`config.mk`:
```
export PLATFORM = sky130hd
export DESIGN_NAME = wave_capture_buffer
export DESIGN_NICKNAME = d
export VERILOG_FILES = /design/src/rtl/wave_capture_buffer.sv
export SDC_FILE = /design/constraint.sdc
export NUM_CORES = 1
export LEC_CHECK = 0
export ABC_AREA = 0
export BUFFER_PORTS_ARGS = -buffer_cell sky130_fd_sc_hd__buf_2
export CORE_MARGIN = 4
export CORE_UTILIZATION = 36
export CTS_CLUSTER_SIZE = 30
export DETAILED_ROUTE_END_ITERATION = 8
export GPL_ROUTABILITY_DRIVEN = 0
export GPL_TIMING_DRIVEN = 0
export PLACE_DENSITY = 0.48
export SYNTH_ARGS = -nofsm -noshare
export SYNTH_HDL_FRONTEND = slang
export SYNTH_SLANG_ARGS = --single-unit
```
`constraint.sdc`:
```
create_clock -name clk -period 4.3 [get_ports clk]
set_input_delay 0 -clock clk [delete_from_list [all_inputs] [get_ports clk]]
set_output_delay 0 -clock clk [all_outputs]
set_load 0.01 [all_outputs]
```
`src/rtl/wave_capture_buffer.sv`:
```
// Trigger-armed capture buffer: waits for a phase match, stores a fixed window of
// samples in RAM while tracking min/max, and exposes the window via a registered read port.
module wave_capture_buffer #(
    parameter int unsigned DATA_WIDTH = 8,
    parameter int unsigned ADDR_WIDTH = 10,
    parameter int unsigned DEPTH_LOG2 = 6
) (
    input  logic                    clk,
    input  logic                    rst,
    input  logic                    arm,
    input  logic                    abort,
    input  logic                    sample_valid,
    input  logic [DATA_WIDTH-1:0]   sample_in,
    input  logic [ADDR_WIDTH-1:0]   phase_in,
    input  logic [ADDR_WIDTH-1:0]   trig_phase,
    input  logic                    rd_en,
    input  logic [DEPTH_LOG2-1:0]   rd_addr,
    output logic [DATA_WIDTH-1:0]   rd_data,
    output logic                    rd_valid,
    output logic                    busy,
    output logic                    done,
    output logic [DEPTH_LOG2:0]     wr_count,
    output logic [DATA_WIDTH-1:0]   min_val,
    output logic [DATA_WIDTH-1:0]   max_val
);

    localparam int unsigned DEPTH = 1 << DEPTH_LOG2;
    localparam int unsigned CW    = DEPTH_LOG2 + 1;

    localparam logic [1:0] S_IDLE    = 2'd0;
    localparam logic [1:0] S_ARMED   = 2'd1;
    localparam logic [1:0] S_CAPTURE = 2'd2;
    localparam logic [1:0] S_DONE    = 2'd3;

    logic [1:0]            state;
    logic [1:0]            state_next;
    logic                  wr_en;
    logic                  win_clear;
    logic [DEPTH_LOG2-1:0] wr_addr;
    logic [DATA_WIDTH-1:0] mem [DEPTH];

    // State register
    always_ff @(posedge clk or posedge rst) begin
        if (rst) begin
            state <= S_IDLE;
        end else begin
            state <= state_next;
        end
    end

    // Next state, write strobe and window-clear decode; abort outranks everything
    always_comb begin
        state_next = state;
        wr_en      = 1'b0;
        win_clear  = 1'b0;
        wr_addr    = wr_count[DEPTH_LOG2-1:0];
        if (abort) begin
            state_next = S_IDLE;
        end else begin
            case (state)
                S_IDLE, S_DONE: begin
                    if (arm) begin
                        state_next = S_ARMED;
                        win_clear  = 1'b1;
                    end
                end
                S_ARMED: begin
                    if (sample_valid && (phase_in == trig_phase)) begin
                        state_next = S_CAPTURE;
                        wr_en      = 1'b1;
                        wr_addr    = '0;
                    end
                end
                S_CAPTURE: begin
                    if (sample_valid) begin
                        wr_en = 1'b1;
                        if (wr_count == CW'(DEPTH - 1)) begin
                            state_next = S_DONE;
                        end
                    end
                end
                default: state_next = S_IDLE;
            endcase
        end
    end

    // Status flags follow the state being entered so they line up with it
    always_ff @(posedge clk or posedge rst) begin
        if (rst) begin
            busy <= 1'b0;
            done <= 1'b0;
        end else begin
            busy <= (state_next == S_ARMED) || (state_next == S_CAPTURE);
            done <= (state_next == S_DONE);
        end
    end

    // Window count and running min/max; partial values survive abort
    always_ff @(posedge clk or posedge rst) begin
        if (rst) begin
            wr_count <= '0;
            min_val  <= '1;
            max_val  <= '0;
        end else if (win_clear) begin
            wr_count <= '0;
            min_val  <= '1;
            max_val  <= '0;
        end else if (wr_en) begin
            wr_count <= wr_count + CW'(1);
            if (sample_in < min_val) begin
                min_val <= sample_in;
            end
            if (sample_in > max_val) begin
                max_val <= sample_in;
            end
        end
    end

    // Capture RAM, deliberately not reset
    always_ff @(posedge clk) begin
        if (wr_en) begin
            mem[wr_addr] <= sample_in;
        end
    end

    // Registered read; same-edge write is not yet visible, giving read-before-write
    always_ff @(posedge clk or posedge rst) begin
        if (rst) begin
            rd_data  <= '0;
            rd_valid <= 1'b0;
        end else begin
            rd_valid <= rd_en;
            if (rd_en) begin
                rd_data <= mem[rd_addr];
            end
        end
    end

endmodule

```
* Yosys cells after proc, flatten, opt, wreduce, memory -nomap -nowiden
Memories as Yosys holds them, arrays and structs flattened. A register that Yosys moved wholly into a read port is not among the register bits.
Index checks and enable logic that the tools add are counted.
** Word-level totals
- Memory bits (read-only) :: 0
- Input bits :: 40
- Bits in latches :: 0
- Register bits :: 28
- Word-level logic and storage cells :: 54
- Output and inout bits :: 34
- Memory bits (writable) :: 512
- Memories kept :: 1
** Memory list
- mem :: words 64, bits a word 8, read ports 1, clocked after memory_dff 1, write ports 1, RTL line 40 : logic [DATA_WIDTH-1:0] mem [DEPTH];
** Operators by class
- Multiply operators :: 0
- Order comparisons :: 2
- Reduce and logical (&&, ||, !) cells :: 9
- Equality and inequality tests :: 8
- Add/subtract/negate cells :: 1
- Mux-type cells :: 26
- Bitwise logic cells :: 0
- Div/mod/pow operators :: 0
- Shift-type cells :: 0
** Operators by type and width (count)
- two-way mux 8 bit :: 6
- two-way mux 6 bit :: 3
- two-way mux 7 bit :: 2
- == test 10 bit :: 1
- two-way mux 2 bit :: 5
- == test 2 bit (second input constant) :: 4
- greater-than comparator 8 bit :: 1
- < comparator 8 bit :: 1
- two-way mux 1 bit :: 8
- adder 7 x 1 -> 7 bit (second input constant) :: 1
- == test 7 x 6 -> 1 bit (second input constant) :: 1
- one-hot mux 2 bit (3 select lines) :: 1
- nonzero test 2 bit :: 3
- == test 2 x 1 -> 1 bit (second input constant) :: 2
- AND reduction 2 bit :: 2
- logical NOT 2 bit :: 1
- one-hot mux 1 bit (2 select lines) :: 1
- OR reduction 2 bit :: 1
- logical AND 1 bit :: 1
- logical OR 1 bit :: 1

* Depth between registers and ports, before layout
- Depth after elaboration :: 7
- Depth in mapped cells :: 10

* Worst setup path after synthesis
OpenSTA, ideal clock, no wires.
- Kind :: register to register
- Start :: register state[0]
- End :: memory mem[55][0], enable pin
- Cell stages (with the launch flop) :: 9
- Path buffers :: 1
- Required time :: 3905 ps
- Path slack :: 1338 ps
- Period minus slack after synthesis :: 2962 ps
- Arrival :: 2567 ps
- Cell sequence :: dfrtp_1 inv_1 ha_1 clkbuf_1 nor2_1 nand2_1 nor4_2 nor2_1 nor4_1
** On the way
- Cells in the longest elaborated chain, start to end :: 5
- Elaborated cells on any way between the ends :: 8
- Classes of those cells :: eq/ne: 2; mux: 6
** RTL lines
- start: declaration :: RTL line 35 : logic [1:0] state;
- start signal: assignment :: RTL line 47 : state <= state_next;
- == test 2 bit or == test 2 x 1 -> 1 bit (tied branches) :: RTL line 60 : case (state)
- one-hot mux 1 bit (2 select lines) :: RTL line 60
- two-way mux 1 bit :: RTL line 57 : if (abort) begin
- two-way mux 1 bit :: RTL line 121 : if (wr_en) begin
- two-way mux 1 bit (not written as such) :: RTL line 122 : mem[wr_addr] <= sample_in;
- end: declaration :: RTL line 40
Several ways; a longest one is shown, not always the timed one.

* Worst setup path after layout
- Start :: register state[0]
- End :: memory mem[20][2], enable pin
Same word-level chain as after synthesis.

==> impl_metrics.env <==
export IMPL_synth_edff_count=512
export IMPL_antenna_found_initial=0
export IMPL_grt_pass1_wl_microns=80300
export IMPL_core_area_sq_um=60500
export IMPL_seq_area_frac_synth_pct=74.0
export IMPL_place_ws_ns=-0.0245
export IMPL_crit_path_end="mem[20][2]"
export IMPL_grt_overflow=0
export IMPL_grt_max_degree=68
export IMPL_use_met3_pct=3.42
export IMPL_pwr_share_seq_pct=50.0
export IMPL_synth_area_leader_cell="edfxtp_1"
export IMPL_die_width_microns=255
export IMPL_hold_viol=4
export IMPL_track_usage_pct=16.8
export IMPL_die_area_sq_um=65200
export IMPL_power_total_w=0.0117
export IMPL_cp_slowest_cell="nor2_1"
export IMPL_tritoncts="done"
export IMPL_dpl_cell_count=1964
export IMPL_path_class="reg2reg"
export IMPL_relSlewSlack_pct=7.94
export IMPL_ios=74
export IMPL_fin_hold_ws_ns=-0.000878
export IMPL_via_per_inst=5.24
export IMPL_endpoint_kind="flip-flop"
export IMPL_pwr_share_clk_pct=45.1
export IMPL_avgSynthCellArea_sq_um=19.9
export IMPL_post_route_period_util_pct=95.1
export IMPL_critical_path_max_fanout=10
export IMPL_vias=10959
export IMPL_post_route_drc_count=0
export IMPL_p_per_area_nw_per_um2=456
export IMPL_synthCells=1108
export IMPL_row_count=90
export IMPL_ys_ff_latch=548
export IMPL_drtAntennaViolNets=0
export IMPL_first_iter_violations=670
export IMPL_rr_worst_depth=7
export IMPL_first_global_vias=11451
export IMPL_cts_max_level=2
export IMPL_cts_made_buffers=60
export IMPL_clock_fmax_ghz=0.244
export IMPL_use_met2_pct=26.9
export IMPL_hold_class="in2reg"
export IMPL_power_frac_comb_pct=4.9
export IMPL_status="finished with violations"
export IMPL_rr_startpoint="state[0]"
export IMPL_fin_crit_ns=4.09
export IMPL_synth_flop_cell="edfxtp_1"
export IMPL_timing_final_ws_setup_ns=0.210
export IMPL_syn2layout_area_growth_pct=16.6
export IMPL_routed_wl_microns=55400
export IMPL_initial_core_util_pct=36.4
export IMPL_dpl_cell_area_sq_um=23400
export IMPL_layout_drive_gt1_share_pct=30.2
export IMPL_r2r_setup_slack_ns=0.21
export IMPL_clock_skew_ns=0.0171
export IMPL_crit_reg2reg_capture="mem[20][2]"
export IMPL_io_buffers=69
export IMPL_fp_dieH_microns=255
export IMPL_first_pass_iters=5
export IMPL_busiest_layer="met2"
export IMPL_violations="hold timing"
export IMPL_max_stage_delay_ns=0.80
export IMPL_place_hpwl_microns=34800
export IMPL_layout_cells_non_filler=2091
export IMPL_diodes=0
export IMPL_yosysWarnings=0
export IMPL_yosys_top_cells_count="edfxtp_1 (512), mux4_2 (128), nor2_1 (74), mux2i_1 (57), nand2_1 (39)"
export IMPL_hold_path_depth=1
export IMPL_rsz0062_at_grt="yes"
export IMPL_use_met1_pct=23.6
export IMPL_root_buffer="clkbuf_16"
export IMPL_maxSlewViolCount=0
export IMPL_cp_required_ns=4.54
export IMPL_syn_area_sq_um=22000
export IMPL_maxCapViolCount=0
export IMPL_clock_latency_ns=0.62
export IMPL_crit_chain="inv_1 -> ha_1 -> clkbuf_1 -> nor3_1 -> a21boi_1 -> nand3_1 -> nor2_1"
export IMPL_p_int_w=0.00924
export IMPL_worst_ep_arrival_time_ns=4.33
export IMPL_power_switching_w=0.00248
export IMPL_design_area_sq_um=25700
export IMPL_synth_cell_types=51
export IMPL_clockBufferDepth=3
export IMPL_async_reset_ff_share_pct=6.57
export IMPL_ir_drop_v=0.000343
export IMPL_p_leak_nw=8.57
export IMPL_start_kind="flip-flop"
export IMPL_clk_transition_reported_paths_ns=0.06
export IMPL_wl_per_cell_microns=26.5
export IMPL_yosys_top_cells_area="edfxtp_1 (70%), mux4_2 (13%), dfrtp_1 (3.2%)"
export IMPL_setup_violations=0
export IMPL_synthesis_nets=1167
export IMPL_cts_sinks=548
export IMPL_startpoint="state[0]"
export IMPL_synth_top_area_share_pct=69.8
export IMPL_yosys_cell_count_top_type="edfxtp_1"
export IMPL_nNetsFinal=1316
export IMPL_tightest_slew_ns=1.38
export IMPL_netSwitchingFraction_pct=21.2
-- area by class of cell --
type | instances | area [sq um]
multi-input cells | 475 | 5430
clock buffers | 79 | 1680
repair buffers | 87 | 538
plain buffers | 56 | 284
well taps | 782 | 978
inverters | 29 | 109
clock inverters | 35 | 367
fillers | 5316 | 34800
flip-flops and latches | 548 | 16300
-- metal layers --
layer | part of all wire, % | wire length, microns | up-vias
li1 | - | - | 4839
met5 | 0 | 0 | -
met2 | 48 | 26500 | 303
met4 | 2.3 | 1270 | 0
met3 | 5.3 | 2960 | 70
met1 | 45 | 24700 | 5747
-- repair_timing --
item / CTS / global route
buffers inserted: 0 / 4
hold buffers: 8 / 0
pin swaps: 0 / 4
hold endpoints to repair: 54 / 0
gates resized for setup: 2 / 25
gates cloned: 0 / 0
endpoints found under the setup margin: 67 / 224
-- flip-flops by register name, indices dropped and copies added (netlist names) --
| register | cells |
|---|---|
| busy | 1 |
| rd_valid | 1 |
| min_val | 8 |
| mem | 512 |
| state | 2 |
| done | 1 |
| max_val | 8 |
| wr_count | 7 |
| rd_data | 8 |
-- worst min path at each step --
stage                            start    endpoint  slack, ns
after floorplan                  rd_en    rd_valid       0.03
after global placement           rd_en    rd_valid       0.18
after detailed placement           rst        busy      -0.02
after CTS                 sample_valid    state[1]       0.01
after global routing      sample_in[7]  mem[35][7]       0.01
final                     sample_in[6]   mem[0][6]    -0.0009
-- power groups by stage --
stage                     combinational [W]  sequential (W)  clock [W]
after floorplan                    0.000304         0.00597          0
after global placement             0.000567         0.00598          0
after detailed placement           0.000575         0.00598          0
after CTS                          0.000584         0.00586    0.00542
after global routing               0.000615         0.00586    0.00564
final                              0.000569         0.00586    0.00529
-- worst max-delay path: cells and delay by family (launching register included) --
family	cells	cell delay, ns
AOI/OAI and AO/OA	1	0.70
adders and majority gates	1	0.28
buffers and inverters	2	0.29
DFF	1	0.39
and+or+nand+nor	3	2.04
-- placed cells by master (no fill, tap or decap), types with 8 or more instances in the layout --
cell type,n
clkinv_1,9
buf_2,85
xnor2_1,10
a221oi_1,8
nor2_1,47
a21oi_1,8
nor2_2,27
dfrtp_1,28
mux2_2,16
o211ai_1,10
inv_1,27
a22oi_1,16
dlygate4sd3_1,8
dfstp_2,8
nand2_1,39
a221o_1,8
mux4_2,128
buf_4,19
clkinv_2,12
edfxtp_1,512
mux2i_1,57
o221ai_1,9
clkbuf_8,9
clkbuf_16,61
ha_1,19
clkbuf_1,29
-- through the flow --
step / utilization (%) / setup TNS [ns]
finish: 42.5 / 0
detailed placement: 38.7 / -0.348
floorplan: - / 0
global placement: 38.6 / -3.92
CTS: 42.3 / -2.62
global route: 42.5 / -0.750
-- cell families (layout without fill, tap and decap cells) --
group	count (synthesis)	in the layout	synth area share [%]
compound gates	81	81	2.80
xor+xnor	14	14	0.557
fa+ha+maj	19	19	1.08
mux	201	201	16.5
flops	548	548	74.0
buf+inv	85	286	1.78
simple gates	160	160	3.32
Power figures use the tool's default switching activity.
